<file path="src/rtl/rll27_pkg.sv">
// RLL(2,7) encoder shared definitions: code table, prefix parser state,
// per-bit parse step and flush padding.
package rll27_pkg;

  typedef logic [7:0] cw_t;   // codeword, left-aligned (MSB emitted first)
  typedef logic [3:0] len_t;  // codeword length in channel bits

  typedef enum logic [2:0] {PFX_E, PFX_0, PFX_1, PFX_00, PFX_01, PFX_001} pfx_t;
  typedef enum logic {S_IDLE, S_SHIFT} ser_state_t;

  localparam cw_t CW_10   = 8'b0100_0000;
  localparam cw_t CW_11   = 8'b1000_0000;
  localparam cw_t CW_000  = 8'b0001_0000;
  localparam cw_t CW_010  = 8'b1001_0000;
  localparam cw_t CW_011  = 8'b0010_0000;
  localparam cw_t CW_0010 = 8'b0010_0100;
  localparam cw_t CW_0011 = 8'b0000_1000;

  localparam len_t LEN4 = 4'd4;
  localparam len_t LEN6 = 4'd6;
  localparam len_t LEN8 = 4'd8;

  typedef struct packed {
    logic hit;   // a complete data word was recognised
    cw_t  cw;
    len_t len;
    pfx_t nxt;   // prefix state after this step
  } parse_t;

  // Append one data bit to the current prefix.
  function automatic parse_t parse_bit(pfx_t p, logic b);
    parse_t r;
    r.hit = 1'b0;
    r.cw  = '0;
    r.len = '0;
    r.nxt = PFX_E;
    case (p)
      PFX_E:   r.nxt = b ? PFX_1 : PFX_0;
      PFX_0:   r.nxt = b ? PFX_01 : PFX_00;
      PFX_1:   begin r.hit = 1'b1; r.cw = b ? CW_11 : CW_10; r.len = LEN4; end
      PFX_00:  if (b) r.nxt = PFX_001;
               else begin r.hit = 1'b1; r.cw = CW_000; r.len = LEN6; end
      PFX_01:  begin r.hit = 1'b1; r.cw = b ? CW_011 : CW_010; r.len = LEN6; end
      PFX_001: begin r.hit = 1'b1; r.cw = b ? CW_0011 : CW_0010; r.len = LEN8; end
      default: ;
    endcase
    return r;
  endfunction

  // Zero-pad a partial word to the shortest legal word; empty prefix -> nothing.
  function automatic parse_t pad_prefix(pfx_t p);
    parse_t r;
    r.hit = 1'b1;
    r.cw  = '0;
    r.len = '0;
    r.nxt = PFX_E;
    case (p)
      PFX_1:          begin r.cw = CW_10;   r.len = LEN4; end
      PFX_0, PFX_00:  begin r.cw = CW_000;  r.len = LEN6; end
      PFX_01:         begin r.cw = CW_010;  r.len = LEN6; end
      PFX_001:        begin r.cw = CW_0010; r.len = LEN8; end
      default:        r.hit = 1'b0;
    endcase
    return r;
  endfunction

endpackage

</file>
<file path="src/rtl/rll27_cell_serializer.sv">
// Cell serializer: shifts a pending codeword out one channel bit per cell of
// CELL_CYCLES clocks and drives the NRZI/NRZ line level.
//  pend_valid/pend_cw/pend_len : codeword waiting in the parser's pending reg
//  flushing                    : flush latch, suppresses underrun
//  load                        : pending word taken this edge
//  idle                        : serializer in IDLE
//  chan_bit/chan_strobe/line_level/busy/underrun : line-side outputs
module rll27_cell_serializer
  import rll27_pkg::*;
#(
  parameter int CELL_CYCLES = 5,
  parameter bit NRZI        = 1'b1,
  parameter bit LEVEL_INIT  = 1'b0
) (
  input  logic clk,
  input  logic rst_n,
  input  logic pend_valid,
  input  cw_t  pend_cw,
  input  len_t pend_len,
  input  logic flushing,
  output logic load,
  output logic idle,
  output logic chan_bit,
  output logic chan_strobe,
  output logic line_level,
  output logic busy,
  output logic underrun
);

  localparam int CW = (CELL_CYCLES > 1) ? $clog2(CELL_CYCLES) : 1;
  localparam logic [CW-1:0] CNT_LAST = CW'(CELL_CYCLES - 1);

  ser_state_t     state, state_nxt;
  logic [CW-1:0]  cnt;
  cw_t            sr;
  len_t           left;   // bits still to be emitted from sr

  logic wrap, last_end, emit, emit_bit;

  assign wrap     = (cnt == CNT_LAST);
  assign last_end = (state == S_SHIFT) && wrap && (left == '0);
  // Either the next bit of the current word, or the first bit of the
  // pending word when the last cell ends (seamless chaining).
  assign emit     = (state == S_SHIFT) && wrap && ((left != '0) || pend_valid);
  assign emit_bit = (left != '0) ? sr[7] : pend_cw[7];
  assign load     = pend_valid && ((state == S_IDLE) || last_end);
  assign idle     = (state == S_IDLE);

  always_comb begin
    state_nxt = state;
    case (state)
      S_IDLE:  if (pend_valid) state_nxt = S_SHIFT;
      S_SHIFT: if (last_end && !pend_valid) state_nxt = S_IDLE;
      default: state_nxt = S_IDLE;
    endcase
  end

  always_ff @(posedge clk or negedge rst_n) begin
    if (!rst_n) begin
      state       <= S_IDLE;
      cnt         <= '0;
      sr          <= '0;
      left        <= '0;
      chan_bit    <= 1'b0;
      chan_strobe <= 1'b0;
      line_level  <= LEVEL_INIT;
      busy        <= 1'b0;
      underrun    <= 1'b0;
    end else begin
      state       <= state_nxt;
      chan_strobe <= 1'b0;
      underrun    <= 1'b0;
      if (state == S_IDLE) begin
        if (pend_valid) begin
          // Park the counter at its wrap value so the first cell opens on
          // the following edge.
          sr   <= pend_cw;
          left <= pend_len;
          cnt  <= CNT_LAST;
        end
      end else if (!wrap) begin
        cnt <= cnt + CW'(1);
      end else begin
        cnt <= '0;
        if (emit) begin
          chan_bit    <= emit_bit;
          chan_strobe <= 1'b1;
          busy        <= 1'b1;
          line_level  <= NRZI ? (line_level ^ emit_bit) : emit_bit;
          if (left != '0) begin
            sr   <= sr << 1;
            left <= left - 4'd1;
          end else begin
            sr   <= pend_cw << 1;
            left <= pend_len - 4'd1;
          end
        end else begin
          chan_bit <= 1'b0;
          busy     <= 1'b0;
          underrun <= !flushing;
        end
      end
    end
  end

endmodule

</file>
<file path="src/rtl/rll27_stream_encoder.sv">
// RLL(2,7) rate-1/2 stream encoder. Serial data in over valid/ready, parsed
// into variable-length words, serialized as channel cells with NRZI/NRZ out.
//  clk, rst_n          : clock, async active-low reset
//  in_valid/in_bit     : data bit, MSB-first
//  in_ready            : bit accepted when in_valid & in_ready
//  flush               : pulse, terminates stream and pads partial word
//  chan_bit/chan_strobe: channel bit per cell, strobe on first cycle of cell
//  line_level          : encoded line output
//  busy                : codeword being emitted
//  underrun            : codeword ended with nothing pending, not flushing
module rll27_stream_encoder
  import rll27_pkg::*;
#(
  parameter int CELL_CYCLES = 5,
  parameter bit NRZI        = 1'b1,
  parameter bit LEVEL_INIT  = 1'b0
) (
  input  logic clk,
  input  logic rst_n,
  input  logic in_valid,
  input  logic in_bit,
  output logic in_ready,
  input  logic flush,
  output logic chan_bit,
  output logic chan_strobe,
  output logic line_level,
  output logic busy,
  output logic underrun
);

  pfx_t   pfx;
  logic   pend_valid;
  cw_t    pend_cw;
  len_t   pend_len;
  logic   flush_lat;
  logic   accept, load, ser_idle;
  parse_t pr, pd;

  // Ready is purely registered state, so in_valid never loops back into it.
  assign in_ready = !pend_valid && !flush_lat;
  assign accept   = in_valid && in_ready;
  assign pr       = parse_bit(pfx, in_bit);
  assign pd       = pad_prefix(pfx);

  always_ff @(posedge clk or negedge rst_n) begin
    if (!rst_n) begin
      pfx        <= PFX_E;
      pend_valid <= 1'b0;
      pend_cw    <= '0;
      pend_len   <= '0;
      flush_lat  <= 1'b0;
    end else begin
      // load and accept are mutually exclusive: load needs pend_valid,
      // accept needs it clear.
      if (load) pend_valid <= 1'b0;

      if (accept) begin
        pfx <= pr.nxt;
        if (pr.hit) begin
          pend_valid <= 1'b1;
          pend_cw    <= pr.cw;
          pend_len   <= pr.len;
        end
      end else if (flush_lat && !pend_valid && pd.hit) begin
        pfx        <= pd.nxt;
        pend_valid <= 1'b1;
        pend_cw    <= pd.cw;
        pend_len   <= pd.len;
      end

      if (flush)
        flush_lat <= 1'b1;
      else if (flush_lat && ser_idle && !pend_valid && pfx == PFX_E)
        flush_lat <= 1'b0;
    end
  end

  rll27_cell_serializer #(
    .CELL_CYCLES(CELL_CYCLES),
    .NRZI       (NRZI),
    .LEVEL_INIT (LEVEL_INIT)
  ) u_ser (
    .clk        (clk),
    .rst_n      (rst_n),
    .pend_valid (pend_valid),
    .pend_cw    (pend_cw),
    .pend_len   (pend_len),
    .flushing   (flush_lat),
    .load       (load),
    .idle       (ser_idle),
    .chan_bit   (chan_bit),
    .chan_strobe(chan_strobe),
    .line_level (line_level),
    .busy       (busy),
    .underrun   (underrun)
  );

endmodule
</file>
<file path="config.mk">
export PLATFORM = sky130hd
export DESIGN_NAME = rll27_stream_encoder
export DESIGN_NICKNAME = d
export VERILOG_FILES = /design/src/rtl/rll27_pkg.sv /design/src/rtl/rll27_cell_serializer.sv /design/src/rtl/rll27_stream_encoder.sv
export SDC_FILE = /design/constraint.sdc
export NUM_CORES = 1
export LEC_CHECK = 0
export ABC_AREA = 0
export BUFFER_PORTS_ARGS = -buffer_cell sky130_fd_sc_hd__buf_2
export CAP_MARGIN = 20
export CORE_ASPECT_RATIO = 1.25
export CORE_MARGIN = 5
export CORE_UTILIZATION = 54
export CTS_CLUSTER_SIZE = 8
export DETAILED_ROUTE_END_ITERATION = 12
export GPL_TIMING_DRIVEN = 0
export PLACE_DENSITY = 0.75
export SYNTH_ARGS = -nofsm -noshare
export SYNTH_HDL_FRONTEND = slang
export SYNTH_SLANG_ARGS = --single-unit
</file>
<file path="constraint.sdc">
create_clock -name clk -period 1.65 [get_ports clk]
set_input_delay 0.165 -clock clk [delete_from_list [all_inputs] [get_ports clk]]
set_output_delay 0.165 -clock clk [all_outputs]
set_load 0.01 [all_outputs]
</file>
==> metrics, run 1 <==
status finished with violations; violated checks negative setup slack; largest net degree at the start of global routing 34; Die H around 75 um; 1st-iter DRT viols 145; CTS tree done; port buffer count 9; dpl hpwl 2940 um; unrepaired setup endpoints after global routing yes; DRC 0; RR Startpoint u_ser.left[0]; flops & latches, synth 33; I/O pin count 11; total global-route track usage 20.7%; count leader, synth dfrtp_1; count of final setup violators 3; Nets 238; clock buffer depth 2; Sink Count 33; Clock Skew approximately 0.0054 ns; main combinational cell family by area after synthesis simple AND/OR/NAND/NOR gates; Final Non-Filler Cells 268; layout cells sized above 1 30.7%; antenna violations before repair 0; Yosys warning total 0; Slew Viols, Final 0; Root Buffer clkbuf_8; Syn Inst Count 199; slack of the critical path -0.0280 ns; final hold vios 0; die width 62.3 um; # rows 23; GPL Wtd Cong 0.945; crit path max fanout 7; Worst path max stage delay 0.38 ns; Max Cap Viol 0; post-synthesis mux area share approximately 4.8%; drt total wl 4620 um; placed cell count 245; static leakage 1.07 nW; CP Capture Point u_ser.sr[3]; Crit path arrival time 1.85 ns; TritonCTS Buffers 5; Post-Synth Simple-Gate Area 20.9%; Fin Setup TNS -0.0610 ns; VDD IR max 1430 uV; top cells by instance count after synthesis dfrtp_1, nand2_1, nor2_1, inv_1, o21ai_0; Worst Max-Slew Pin Slew between 0.7 and 0.8 ns; vias in the first global route approximately 1700; worst-case reg-to-reg path depth 6; Post-synth ARST share between 90% and 100%; mapped cell area 1840 um^2; Worst-Skew Late Latency 0.29 ns; number of diodes 0; Crit. End Element register; via count 1693; vias per std cell 6.32; die area 4690 um^2; Worst Path Required about 1.8 ns; adder-cell share of the synthesized area approximately 2%; type of the most critical hold path in2reg; min Tclk post-route 1.68 ns; WL/cell 17.2 um; slowest CP cell dfrtp_1; max_slew headroom 51.4%; Core ar. roughly 3300 um^2; Initial Util 56.7%; largest area contributor in the netlist dfrtp_1; pwr dens 1770 nW/um^2; critical-path cell list buf_6 > nor4_4 > nor2_2 > a21oi_4 > buf_12 > mux2_2; H-tree depth 2; worst r2r dst u_ser.sr[3]; Antenna Nets Post-Route 0; reg2reg setup slack -0.03 ns; grt ovf 0; Unique masters post-synth 47; TritonRoute pass-1 iters 4; Final Cycle Share 102%; first-pass GRT wire length just under 8000 um; FMAX 596 MHz; post-synth top area share 44.8%; area grow syn2layout 24.5%; Synth Area in XOR/XNOR 1.43%; syn_nets 207; WS Path Type reg2reg; Area contributors post-synth dfrtp_1, nand2_1, mux2_2; Post-synth top flop dfrtp_1; clk slew on worst S/H paths 0.07 ns; synthesized area per cell 9.26 um^2; Post-synth EDFFs 0; register area share after synthesis 44.8%; Worst setup SP type register; timing startpoint of the critical path u_ser.left[0]; compound-gate portion of the synthesized area 20.2%
-- stage by stage --
step | hold WS, ns | power [W] | area (um^2) | setup slack, ns | util (%)
4_1_cts | 0.0488 | 0.00381 | 2200 | 0.000320 | 67.5
6_report | 0.0566 | 0.00405 | 2290 | -0.0280 | 70.6
2_1_floorplan | -0.131 | 0.00240 | 1850 | 0.00403 | -
5_1_grt | 0.0588 | 0.00436 | 2290 | -0.0801 | 70.6
3_3_place_gp | 0.255 | 0.00270 | 1940 | -0.217 | 59.8
3_5_place_dp | 0.262 | 0.00277 | 1940 | -0.241 | 59.8
-- cell type report --
cell class,instances,area [um^2]
buffer,12,83.8
timing repair buffer,25,184
clock buffer,7,86.3
fill,252,957
clock inverter,1,30.0
multi-input combinational,142,992
tap,37,46.3
inverter,11,41.3
sequential,33,831
-- registers in the layout, indices dropped and copies added, names as in the netlist --
name	cells
flush_lat	1
pfx	3
u_ser.state	1
u_ser.chan_strobe	1
u_ser.sr	6
u_ser.busy	1
pend_len	3
u_ser.line_level	1
u_ser.cnt	3
u_ser.left	4
u_ser.underrun	1
pend_cw	6
pend_valid	1
u_ser.chan_bit	1
-- cell usage in the layout, fill, tap and decap left out, types with 3 or more instances in the layout --
master | Yosys | final
a21o_1 | 6 | 6
o21ai_0 | 10 | 10
clkbuf_8 | 0 | 7
nand3_1 | 6 | 4
o21bai_1 | 4 | 3
nor2b_1 | 5 | 5
nand3_2 | 1 | 3
inv_1 | 11 | 11
o22ai_1 | 4 | 4
nand2b_1 | 3 | 3
a21oi_1 | 8 | 7
clkbuf_1 | 6 | 3
dfrtp_1 | 33 | 29
buf_6 | 1 | 3
mux2_4 | 0 | 4
a31oi_1 | 7 | 6
nor3_1 | 5 | 4
dfrtp_2 | 0 | 4
nand2_1 | 24 | 23
buf_2 | 5 | 12
nor2_1 | 16 | 16
buf_4 | 1 | 15
-- critical path: cells and delay by family (launching register included) --
| family | cells | cell delay, ns |
|---|---|---|
| AO/OA/AOI/OAI | 1 | 0.14 |
| buffers and inverters | 2 | 0.27 |
| flip-flops | 1 | 0.38 |
| multiplexers | 1 | 0.32 |
| AND/OR/NAND/NOR | 2 | 0.45 |
-- kinds of logic after synthesis --
family | after synthesis
compound gates | 54
xor+xnor | 3
fa+ha+maj | 3
buf+inv | 24
flops | 33
mux | 8
simple gates | 74
-- power breakdown --
part           switching (W)  total, W  internal, W
Sequential          0.000256   0.00134      0.00109
Clock               0.000301  0.000793     0.000492
Combinational       0.000984   0.00192     0.000935
-- metal layers --
layer / routed length (um) / GRT usage [%] / vias up
met3: 323 / 5.16 / 13
met4: 119 / 12.3 / 0
met2: 2400 / 36.4 / 76
met1: 1780 / 23.0 / 831
li1: - / - / 773
met5: 0 / 0 / -
-- what timing repair did --
action | 4_1_cts | 5_1_grt
setup buffers | 9 | 6
resized for setup | 15 | 22
pin swaps | 3 | 5
hold buffers | 1 | 0
endpoints found under the hold margin | 33 | 0
setup endpoints to repair | 15 | 21
-- how the worst min path moves through the flow --
stage	from	to	cells past startpoint
floorplan	rst_n	flush_lat	0
global placement	rst_n	u_ser.left[3]	1
detailed placement	rst_n	u_ser.left[3]	1
CTS	flush	flush_lat	2
global route	flush	flush_lat	2
finish	flush	flush_lat	2
(Power assumes the default switching activity.)
==> run 2, diff against run 1 <==
--- a/config.mk
+++ b/config.mk
@@ -15,6 +15,7 @@
 export DETAILED_ROUTE_END_ITERATION = 12
 export GPL_TIMING_DRIVEN = 0
 export PLACE_DENSITY = 0.75
+export SKIP_LAST_GASP = 1
 export SYNTH_ARGS = -nofsm -noshare
 export SYNTH_HDL_FRONTEND = slang
 export SYNTH_SLANG_ARGS = --single-unit
==> run 2 against run 1 <==
The run still ends with negative setup slack left; die area did not move; clock skew barely moved; critical path type unchanged; non-clock buffer count fell by 3; sequential cell count did not move; utilization fell by 0.50 points; maximum frequency fell by 2.3%; first-iteration DRC count fell by 32%; worst setup slack got worse by 0.039 ns; cell area fell by 0.71%; count of clock-buffer cells in the layout did not move; final cell count fell by 1.1%; power fell by 1.5%.
==> metrics, run 2 (synthesis results as in run 1) <==
status finished with violations; Final Util 70.1%; RR Startpoint u_ser.left[1]; vias per std cell 6.17; metal3 WL around 250 um; first-pass GRT wire length 7690 um; DRT met1 WL 1870 um; clock network power share a little under 20%; Crit path arrival time 1.88 ns; met2 wire length 2350 um; Final Cycle Share 104%; CTS tree done; Hold Slack ~0.059 ns; most frequent cells in the layout dfrtp_1, nand2_1, nor2_1; antenna violations before repair 0; WL/cell 17.3 um; WS Path Type reg2reg; biggest regs pend_cw (6), u_ser.sr (6), u_ser.left (4); Max Cap Viol 0; min Tclk post-route ~1.7 ns; drt total wl 4580 um; Slew Viols, Final 0; Die H 75.3 um; Core ar. 3250 um^2; Psw ~0.0015 W; GPL Wtd Cong approximately 0.94; largest net degree at the start of global routing 34; unrepaired setup endpoints after global routing yes; top layer in use met4; Crit. End Element register; critical-path cell list buf_6 > nor4_4 > nor2_2 > a21oi_4 > buf_12 > mux2_4; count of final setup violators 6; Initial Util 56.7%; reg2reg setup slack -0.07 ns; Worst Path Required 1.82 ns; H-tree depth 2; hold path startpoint flush; crit path max fanout 7; number of diodes 0; Root Buffer clkbuf_8; Fin Setup TNS -0.343 ns; most common cell after layout, fill and taps aside dfrtp_1; Worst setup SP type register; TritonCTS Buffers 5; Worst-Skew Late Latency 0.28 ns; Comb pwr share 46.3%; max_slew headroom 50.5%; die area 4690 um^2; total global-route track usage between 20% and 30%; part of the power in registers 34.0%; Worst Max-Slew Pin Slew 0.742 ns; # rows 23; clk slew on worst S/H paths ~0.070 ns; type of the most critical hold path in2reg; vias in the first global route about 1700; final hold vios 0; slack of the critical path -0.0672 ns; Sink Count 33; layout cells sized above 1 between 20 and 30%; 1st-iter DRT viols 98; violated checks negative setup slack; port buffer count 9; DRC 0; FMAX 582 MHz; sw frac approximately two fifths; grt ovf 0; Int Pwr 0.00247 W; die width between 60 and 70 um; static leakage 1.06 nW; Clock Skew 0.00495 ns; via count about 1600; clock buffer depth 2; timing startpoint of the critical path u_ser.left[1]; dpl hpwl ~2900 um; Placement Setup Slack -0.241 ns; total power 0.00399 W; Nets 235; pwr dens 1750 nW/um^2; Antenna Nets Post-Route 0; Worst path max stage delay approximately 0.42 ns; area grow syn2layout 23.6%; TritonRoute pass-1 iters 4; VDD IR max 1420 uV; I/O pin count 11; slowest CP cell dfrtp_2
## run 2: cell types whose count changed in the layout (fill, tap and decap cells not counted)
cell       before  now
buf_4          15   10
mux2_2          2    0
mux2_4          4    6
a2111oi_1       0    1
a2111oi_2       1    0
buf_2          12   13
buf_6           3    4
nand3_2         3    2
nand3_4         0    1
nor2b_1         5    4
nor2b_2         0    1
o41ai_1         0    1
o41ai_2         1    0
## run 2: critical path: cells and delay by family, from the launching register on
| kind | cells | cell delay (ns) |
|---|---|---|
| muxes | 1 | 0.30 |
| AOI/OAI and AO/OA | 1 | 0.14 |
| buffers and inverters | 2 | 0.27 |
| DFF | 1 | 0.42 |
| and+or+nand+nor | 2 | 0.46 |
## run 2: final cells by class
type,instances,area (um^2)
clock inverters,1,30.0
inverters,11,41.3
repair buffers,21,158
well taps,37,46.3
multi-input cells,142,997
fillers,257,973
flip-flops and latches,33,831
clock buffers,7,86.3
plain buffers,13,88.8
## run 2: per-layer routing
| metal | GRT usage [%] | up-vias |
|---|---|---|
| met2 | 36.6 | 63 |
| met4 | 11.3 | 0 |
| met1 | 23.2 | 792 |
| li1 | - | 768 |
| met3 | 5.16 | 12 |
| met5 | 0 | - |
## run 2: final timing paths
check,to,cells past startpoint
hold / removal,flush_lat,2
hold reg to reg,u_ser.line_level,1
min in group asynchronous,u_ser.left[3],2
setup reg to reg,u_ser.sr[4],6
max in group asynchronous,pend_valid,2
setup / recovery,u_ser.sr[4],6
## run 2: timing repair
| action | 4_1_cts | 5_1_grt |
|---|---|---|
| setup buffers | 9 | 2 |
| hold buffers | 1 | 0 |
| gates resized for setup | 14 | 23 |
| pin swaps | 3 | 7 |
| setup endpoints to repair | 15 | 22 |
| endpoints found under the hold margin | 33 | 0 |
## run 2: metrics by stage
| stage | std cells | instance area, um^2 |
|---|---|---|
| after floorplan | 199 | 1850 |
| final | 265 | 2280 |
| after global placement | 245 | 1940 |
| after CTS | 263 | 2190 |
| after detailed placement | 245 | 1940 |
| after global routing | 265 | 2280 |
## run 2: power groups by stage
| stage | registers, W | clock network, W | logic (W) |
|---|---|---|---|
| floorplan | 0.00131 | 0 | 0.00109 |
| global placement | 0.00133 | 0 | 0.00137 |
| detailed placement | 0.00136 | 0 | 0.00142 |
| CTS | 0.00133 | 0.000803 | 0.00167 |
| global route | 0.00139 | 0.000848 | 0.00206 |
| finish | 0.00136 | 0.000784 | 0.00185 |
